<file path="config.mk">
export PLATFORM = sky130hd
export DESIGN_NAME = spi_resp
export DESIGN_NICKNAME = d
export VERILOG_FILES = /design/src/rtl/spi_pkg.sv /design/src/rtl/spi_sync.sv /design/src/rtl/spi_resp.sv
export SDC_FILE = /design/constraint.sdc
export NUM_CORES = 1
export LEC_CHECK = 0
export CAP_MARGIN = 0
export CELL_PAD_IN_SITES_DETAIL_PLACEMENT = 1
export CELL_PAD_IN_SITES_GLOBAL_PLACEMENT = 1
export CORE_MARGIN = 10
export CORE_UTILIZATION = 47
export CTS_BUF_LIST = sky130_fd_sc_hd__clkbuf_8
export DETAILED_ROUTE_END_ITERATION = 6
export PLACE_DENSITY_LB_ADDON = 0.05
export SKIP_CTS_REPAIR_TIMING = 1
export SLEW_MARGIN = 15
export SYNTH_ARGS = -nofsm -noshare
export SYNTH_HDL_FRONTEND = slang
export SYNTH_SLANG_ARGS = --single-unit
export TNS_END_PERCENT = 1
</file>
<file path="constraint.sdc">
create_clock -name clk -period 3.06 [get_ports clk]
set_clock_uncertainty 0.15 [all_clocks]
set_input_delay 0.306 -clock clk [delete_from_list [all_inputs] [get_ports clk]]
set_output_delay 0.306 -clock clk [all_outputs]
set_load 0.01 [all_outputs]
</file>
<file path="src/rtl/spi_pkg.sv">
// rtl/spi_pkg.sv - shared constants, state type and frame-load helper for the SPI responder
package spi_pkg;

  localparam int FRAME_W = 16;
  localparam int BYTE_W  = 8;

  typedef enum logic [1:0] {
    IDLE  = 2'd0,
    SHIFT = 2'd1,
    DONE  = 2'd2
  } state_t;

  // Value placed in the transmit shifter at frame start; bit 15 always goes out first
  function automatic logic [FRAME_W-1:0] frame_load(input logic [FRAME_W-1:0] buf_val,
                                                    input logic                w8);
    frame_load = w8 ? {buf_val[FRAME_W-1:BYTE_W], {BYTE_W{1'b0}}} : buf_val;
  endfunction

endpackage

</file>
<file path="src/rtl/spi_sync.sv">
// rtl/spi_sync.sv - 2-flop synchronizer plus delay flop with rise/fall detection
module spi_sync #(
  parameter logic RST_VAL = 1'b0
) (
  input  logic clk,
  input  logic rst_n,
  input  logic din,
  output logic q,
  output logic rise,
  output logic fall
);

  logic s1, s2, s3;

  // Bring the asynchronous pin into the clk domain and keep one extra stage for edge detection
  always_ff @(posedge clk or negedge rst_n) begin
    if (!rst_n) begin
      s1 <= RST_VAL;
      s2 <= RST_VAL;
      s3 <= RST_VAL;
    end else begin
      s1 <= din;
      s2 <= s1;
      s3 <= s2;
    end
  end

  assign q    = s3;
  assign rise = s2 & ~s3;
  assign fall = ~s2 & s3;

endmodule

</file>
<file path="src/rtl/spi_resp.sv">
// rtl/spi_resp.sv - SPI responder: oversampled SS_n/SCLK/MOSI, 8/16-bit frames, rdy/err pulses
module spi_resp
  import spi_pkg::*;
(
  input  logic               clk,
  input  logic               rst_n,
  input  logic               SS_n,
  input  logic               SCLK,
  input  logic               MOSI,
  output logic               MISO,
  input  logic               pos_edge,
  input  logic               width8,
  input  logic [FRAME_W-1:0] tx_data,
  input  logic               wrt,
  output logic [FRAME_W-1:0] rx_data,
  output logic               rdy,
  output logic               err
);

  logic ss_q, ss_rise, ss_fall;
  logic sclk_q, sclk_rise, sclk_fall;
  logic mosi_q, mosi_rise, mosi_fall;

  spi_sync #(.RST_VAL(1'b1)) u_sync_ss (
    .clk(clk), .rst_n(rst_n), .din(SS_n), .q(ss_q), .rise(ss_rise), .fall(ss_fall)
  );
  spi_sync #(.RST_VAL(1'b0)) u_sync_sclk (
    .clk(clk), .rst_n(rst_n), .din(SCLK), .q(sclk_q), .rise(sclk_rise), .fall(sclk_fall)
  );
  spi_sync #(.RST_VAL(1'b0)) u_sync_mosi (
    .clk(clk), .rst_n(rst_n), .din(MOSI), .q(mosi_q), .rise(mosi_rise), .fall(mosi_fall)
  );

  logic unused_sync;
  assign unused_sync = ^{sclk_q, mosi_rise, mosi_fall};

  state_t             state;
  logic [FRAME_W-1:0] tx_buf;
  logic [FRAME_W-1:0] tx_sr;
  logic [FRAME_W-1:0] rx_sr;
  logic [4:0]         count;
  logic [1:0]         prime;
  logic               armed;
  logic [4:0]         nbits;
  logic               sample;
  logic               drive;

  assign nbits  = width8 ? 5'(BYTE_W) : 5'(FRAME_W);
  assign sample = pos_edge ? sclk_rise : sclk_fall;
  assign drive  = pos_edge ? sclk_fall : sclk_rise;
  assign MISO   = (state == SHIFT) & tx_sr[FRAME_W-1];

  // Arm frame detection only once the synchronizer holds a real pin sample showing SS_n high,
  // so a frame already running when reset releases is ignored until SS_n rises
  always_ff @(posedge clk or negedge rst_n) begin
    if (!rst_n) begin
      prime <= 2'd0;
      armed <= 1'b0;
    end else if (prime != 2'd3) begin
      prime <= prime + 2'd1;
    end else if (ss_q) begin
      armed <= 1'b1;
    end
  end

  // Frame FSM: load on select, shift on SCLK edges, report completion or abort
  always_ff @(posedge clk or negedge rst_n) begin
    if (!rst_n) begin
      state   <= IDLE;
      tx_buf  <= '0;
      tx_sr   <= '0;
      rx_sr   <= '0;
      count   <= '0;
      rx_data <= '0;
      rdy     <= 1'b0;
      err     <= 1'b0;
    end else begin
      rdy <= 1'b0;
      err <= 1'b0;
      case (state)
        IDLE: begin
          if (wrt) tx_buf <= tx_data;
          if (ss_fall && armed) begin
            state <= SHIFT;
            count <= '0;
            tx_sr <= frame_load(wrt ? tx_data : tx_buf, width8);
          end
        end
        SHIFT: begin
          if (ss_rise) begin
            state <= DONE;
          end else begin
            if (sample && (count < nbits)) begin
              rx_sr <= {rx_sr[FRAME_W-2:0], mosi_q};
              count <= count + 5'd1;
            end
            // A drive edge before the first sample edge must not consume bit 15
            if (drive && (count != 5'd0)) tx_sr <= {tx_sr[FRAME_W-2:0], 1'b0};
          end
        end
        DONE: begin
          state <= IDLE;
          if (count == nbits) begin
            rx_data <= width8 ? {{(FRAME_W-BYTE_W){1'b0}}, rx_sr[BYTE_W-1:0]} : rx_sr;
            rdy     <= 1'b1;
          end else begin
            err <= 1'b1;
          end
        end
        default: state <= IDLE;
      endcase
    end
  end

endmodule
</file>
==> results.json, run 1 <==
{
  "status": "completed",
  "nets": 365,
  "rows": 32,
  "arrival_ps": 2560,
  "worstSetupPathType": "flip-flop to flip-flop",
  "drv_cap": 0,
  "totalWireLength_um": 6920,
  "die-area_um2": 11700,
  "yosysTopAreaCell": "dfrtp_1",
  "period_share_pct": 81.1,
  "htree_levels": 3,
  "synth.area.top_cells": "dfrtp_1, mux2_2, mux2i_1, o21ai_0, mux2_4",
  "dr_wl_met3_um": 301,
  "worst_setup_path_start_kind": "flip-flop",
  "place_ws_ps": 205,
  "clkLatencyLatePin_ps": 350,
  "yosysWarnings": 0,
  "p_leak_uw": 0.00202,
  "drv_slew": 0,
  "rsz0062_at_grt": "false",
  "critPathLaunch": "u_sync_sclk.s2",
  "cp.depth": 4,
  "netlist.area_leader.share_pct": 55.9,
  "synthesis.nets": 319,
  "clock_path_buffers": 2,
  "final_util_pct": 57.8,
  "io_buffers": 42,
  "cts-buffers-inserted": 9,
  "top_layer_used": "met4",
  "synth_cell_type_count": 35,
  "antenna_found_initial": 0,
  "drt_pass1_iterations": 4,
  "setup_viol": 0,
  "syn_avg_cell_area_um2": 12.7,
  "setup_tns_ps": 0,
  "min_period_ps": 2480,
  "worstPathCellList": "or3b_1 > a221o_1 > or2_1 > mux2_4",
  "holdCritPathClass": "primary input to flip-flop",
  "initial_core_util_pct": 48.0,
  "path_max_fanout": 17,
  "clkTransAtPathRegs_ps": 80,
  "crit_end": "rx_sr[12]",
  "viasPerCell": 5.21,
  "synth-edff-count": 0,
  "wl_per_cell_um": 15.6,
  "power_frac_clock_pct": 29.7,
  "path_delay_family": "simple AND/OR/NAND/NOR gates",
  "cts_tree": "done",
  "synth_area_um2": 3670,
  "grt_max_degree": 86,
  "ios": 43,
  "final_hold_viol_count": 0,
  "synth_top_cells_by_count": "dfrtp_1, mux2_2, nand2_1",
  "async_flop_share_pct": 100,
  "met1_length_um": 3140,
  "seqPwrFrac_pct": 49.9,
  "power_switching_uw": 796,
  "diodes": 0,
  "seq_area_frac_synth_pct": 58.1,
  "critPathMaxStageDelay_ps": 550,
  "max_freq_mhz": 403,
  "reg2reg_from": "u_sync_sclk.s2",
  "dp_hpwl_um": 4770,
  "grt_pass1_wl_um": 11900,
  "rr_worst_depth": 4,
  "ant_nets": 0,
  "combinationalPowerShare_pct": 20.4,
  "r2r-end": "rx_sr[12]",
  "power_density_nw_per_um2": 673,
  "fin_ws_ps": 577,
  "die_w_um": 108,
  "grt_overflow": 0,
  "syn_inst": 290,
  "cts-root-buf": "clkbuf_8",
  "switching_share_pct": 26.8,
  "drc_errors": 0,
  "met2WireLength_um": 3320,
  "drt_iter0_drc": 62,
  "cts_sinks": 85,
  "relSlewSlack_pct": 44.3,
  "reg2reg_slack_ps": 580,
  "grt_pass1_vias": 2418,
  "worstMarginPinSlew_ps": 835,
  "p_int_uw": 2180,
  "ys.flop_type": "dfrtp_1",
  "peakVddDrop_mv": 0.344,
  "dr_total_vias": 2306,
  "endpoint_kind": "flip-flop",
  "crit_buf_inv": 0,
  "fill_cells": 805,
  "slowest_stage": "or2_1",
  "worstPathRequired_ps": 3140,
  "die_h_um": 108,
  "syn2layout_area_growth_pct": 20.5,
  "yosysMostFrequentCell": "dfrtp_1",
  "coreArea_um2": 7650,
  "drive_gt1_share_pct": 22.9,
  "gp_congestion": 0.716,
  "ys_ff_latch": 85,
  "gr-usage-all-layers_pct": 12.6
}
worst register-to-register path: cells and delay by family, from the launching register on:
family | cells | cell delay, ps
simple gates | 2 | 930
mux | 1 | 420
compound gates | 1 | 420
flops | 1 | 430
kinds of logic after synthesis:
kind of cell / after synthesis / share of synthesized area, %
AO/OA/AOI/OAI: 41 / 6.34
XOR/XNOR: 1 / 0.239
adder cells (fa/ha/maj): 5 / 1.71
buffers and inverters: 22 / 3.00
flip-flops: 85 / 58.1
multiplexers: 68 / 21.2
AND/OR/NAND/NOR: 68 / 9.41
routing by layer:
layer / global-route usage [%] / up-vias
met5: 0 / -
met4: 6.69 / 0
met3: 2.97 / 13
met2: 20.3 / 41
met1: 15.5 / 1156
li1: - / 1096
cell usage in the layout, fill, tap and decap left out, types with 3 or more instances in the layout:
cell	n
a21oi_1	3
buf_4	6
clkbuf_8	11
clkdlybuf4s50_1	41
dfrtp_1	82
dfstp_2	3
ha_1	5
inv_1	10
mux2_2	42
mux2_4	9
mux2i_1	17
nand2_1	34
nand2b_1	9
nand3_1	4
nor2b_1	3
o211ai_1	3
o21ai_0	29
state kept, by name (all words and copies together) (netlist names), 2 cells and up:
signal	count
rx_sr	16
rx_data	16
prime	2
tx_sr	16
tx_buf	16
state	2
count	5
power groups by stage:
stage	sequential [uW]	combinational, uW	clock (uW)
2_1_floorplan	1470	434	0
3_3_place_gp	1490	587	0
3_5_place_dp	1500	615	0
4_1_cts	1490	622	909
5_1_grt	1520	686	965
6_report	1480	606	884
worst min path at each step:
stage,startpoint,to,slack (ps),cells after the start
6_report,SS_n,u_sync_ss.s1,200,1
5_1_grt,SS_n,u_sync_ss.s1,210,1
4_1_cts,rst_n,rx_data[9],30,1
3_5_place_dp,u_sync_mosi.s1,u_sync_mosi.s2,190,0
3_3_place_gp,u_sync_sclk.s1,u_sync_sclk.s2,180,0
2_1_floorplan,rst_n,armed,-140,0
stage by stage:
stage,instance area [um^2],hold slack [ps],instances,power [uW]
2_1_floorplan,3670,-140,290,1900
3_3_place_gp,4180,183,426,2080
3_5_place_dp,4180,186,426,2120
4_1_cts,4410,28.5,442,3020
5_1_grt,4420,207,443,3170
6_report,4420,203,443,2970
area by class of cell:
| cell class | instances | area, um^2 | share of cell area [%] |
|---|---|---|---|
| Tap cell | 102 | 128 | 2.89 |
| Clock buffer | 11 | 151 | 3.42 |
| Multi-Input combinational cell | 183 | 1430 | 32.3 |
| Clock inverter | 5 | 75.1 | 1.70 |
| Sequential cell | 85 | 2130 | 48.2 |
| Timing Repair Buffer | 49 | 477 | 10.8 |
| Inverter | 8 | 30.0 | 0.679 |
Power figures use the tool's default switching activity.
==> run 2, diff against run 1 <==
==> constraint.sdc (replaced) <==
create_clock -name clk -period 2.3 [get_ports clk]
set_clock_uncertainty 0.15 [all_clocks]
set_input_delay 0.23 -clock clk [delete_from_list [all_inputs] [get_ports clk]]
set_output_delay 0.23 -clock clk [all_outputs]
set_load 0.01 [all_outputs]
==> run 2 against run 1 <==
  * Global-route usage hardly changed
  * Clock power increased by 24%
  * Clock-buffer cell count increased by 1
  * Largest cell class unchanged
  * Sequential share of layout area is 1.1 points lower
  * Routed wire length is 0.55% higher
  * Largest power group unchanged
  * Cell area is 2.2% higher
==> results.json, run 2 (synthesized netlist as in run 1, its figures left out) <==
{
  "grt_pass1_vias": 2483,
  "clock_path_buffers": 2,
  "worstSetupPathType": "flip-flop to flip-flop",
  "p_int_uw": 2870,
  "path_max_fanout": 16,
  "slowest_stage": "dfrtp_1",
  "io_buffers": 42,
  "rows": 32,
  "rsz0062_at_grt": "false",
  "drt_iter0_drc": 27,
  "max_freq_mhz": 454,
  "ios": 43,
  "antenna_found_initial": 0,
  "cts-root-buf": "clkbuf_8",
  "drive_gt1_share_pct": 25.1,
  "coreArea_um2": 7650,
  "gp_congestion": 0.703,
  "clkTransAtPathRegs_ps": 80,
  "die-area_um2": 11700,
  "dr_total_vias": 2298,
  "diodes": 0,
  "die_w_um": 108,
  "endpoint_kind": "flip-flop",
  "htree_levels": 3,
  "switching_share_pct": 27.1,
  "viasPerCell": 5.08,
  "period_share_pct": 95.7,
  "min_period_ps": 2200,
  "grt_max_degree": 42,
  "die_h_um": 108,
  "status": "completed",
  "syn2layout_area_growth_pct": 23.2,
  "wl_per_cell_um": 15.4,
  "final_hold_viol_count": 0,
  "most-common-layout-cells": "dfrtp_1, mux2_2, clkdlybuf4s50_1",
  "seqPwrFrac_pct": 50.1,
  "cts_sinks": 85,
  "power_density_nw_per_um2": 870,
  "setup_tns_ps": 0,
  "p_leak_uw": 0.00207,
  "layout_commonest_cell": "dfrtp_1",
  "setup_viol": 0,
  "critPathMaxStageDelay_ps": 410,
  "power_uw": 3930,
  "drc_errors": 0,
  "drt_pass1_iterations": 3,
  "power_frac_clock_pct": 27.9,
  "totalWireLength_um": 6960,
  "clkLatencyLatePin_ps": 350,
  "nets": 374,
  "combinationalPowerShare_pct": 21.9,
  "drv_cap": 0,
  "ant_nets": 0,
  "gr-usage-all-layers_pct": 12.6,
  "drv_slew": 0,
  "worstMarginPinSlew_ps": 557,
  "worst_setup_path_start_kind": "flip-flop",
  "arrival_ps": 2280,
  "dp.cells": 435,
  "final_util_pct": 59.1,
  "grt_overflow": 0,
  "instances_no_fill": 452,
  "peakVddDrop_mv": 0.444,
  "initial_core_util_pct": 48.0,
  "worstPathCellList": "inv_1 > ha_1 > nor2b_1 > nor4bb_1 > a211o_1 > buf_12 > mux2_2",
  "holdCritPathClass": "primary input to flip-flop",
  "worstPathRequired_ps": 2380,
  "cts_tree": "done",
  "power_switching_uw": 1060,
  "grt_pass1_wl_um": 11900,
  "relSlewSlack_pct": 62.9,
  "cts-buffers-inserted": 9,
  "dp_hpwl_um": 5020
}
run 2: power groups by stage:
stage                     combinational [uW]  sequential, uW  clock, uW
after floorplan                          577            1950          0
final                                    862            1970       1100
after detailed placement                 876            2000          0
after global placement                   840            1980          0
after global routing                     970            2020       1200
after CTS                                881            1970       1130
run 2: area by class of cell:
class	instances	area (um^2)
Fill cell	768	3130
Sequential cell	85	2130
Multi-Input combinational cell	183	1430
Timing Repair Buffer	58	591
Clock buffer	12	165
Tap cell	102	128
Clock inverter	4	46.3
Inverter	8	30.0
run 2: metal layers:
metal  wire, um  vias up  track usage, %
li1           -     1115               -
met1       3130     1140            15.3
met2       3440       32            21.2
met3        283       11            2.97
met4        111        0            5.37
met5          0        -               0
run 2: worst paths after layout:
check                      slack [ps]  depth (start not counted)        endpoint      startpoint
setup reg to reg                  100                          7       tx_sr[13]        count[0]
hold / removal                    140                          1    u_sync_ss.s1            SS_n
setup / recovery                  100                          7       tx_sr[13]        count[0]
max in group asynchronous        1040                          3    u_sync_ss.s1           rst_n
min in group asynchronous         270                          2        rx_sr[9]           rst_n
hold reg to reg                   200                          0  u_sync_sclk.s2  u_sync_sclk.s1
run 2: critical path: cells and delay by family (launching register included):
kind                       cells  cell delay (ps)
and+or+nand+nor                2              580
DFF                            1              410
buffers and inverters          2              270
muxes                          1              340
AOI/OAI and AO/OA              1              190
adders and majority gates      1              150
run 2: metrics by stage:
| step | setup slack [ps] | cell area, um^2 | hold WS (ps) |
|---|---|---|---|
| 2_1_floorplan | 95.3 | 3670 | -216 |
| 3_3_place_gp | -61.4 | 4300 | 100 |
| 3_5_place_dp | -116 | 4300 | 110 |
| 4_1_cts | 91.8 | 4510 | -271 |
| 5_1_grt | 22.9 | 4520 | 133 |
| 6_report | 98.0 | 4520 | 135 |
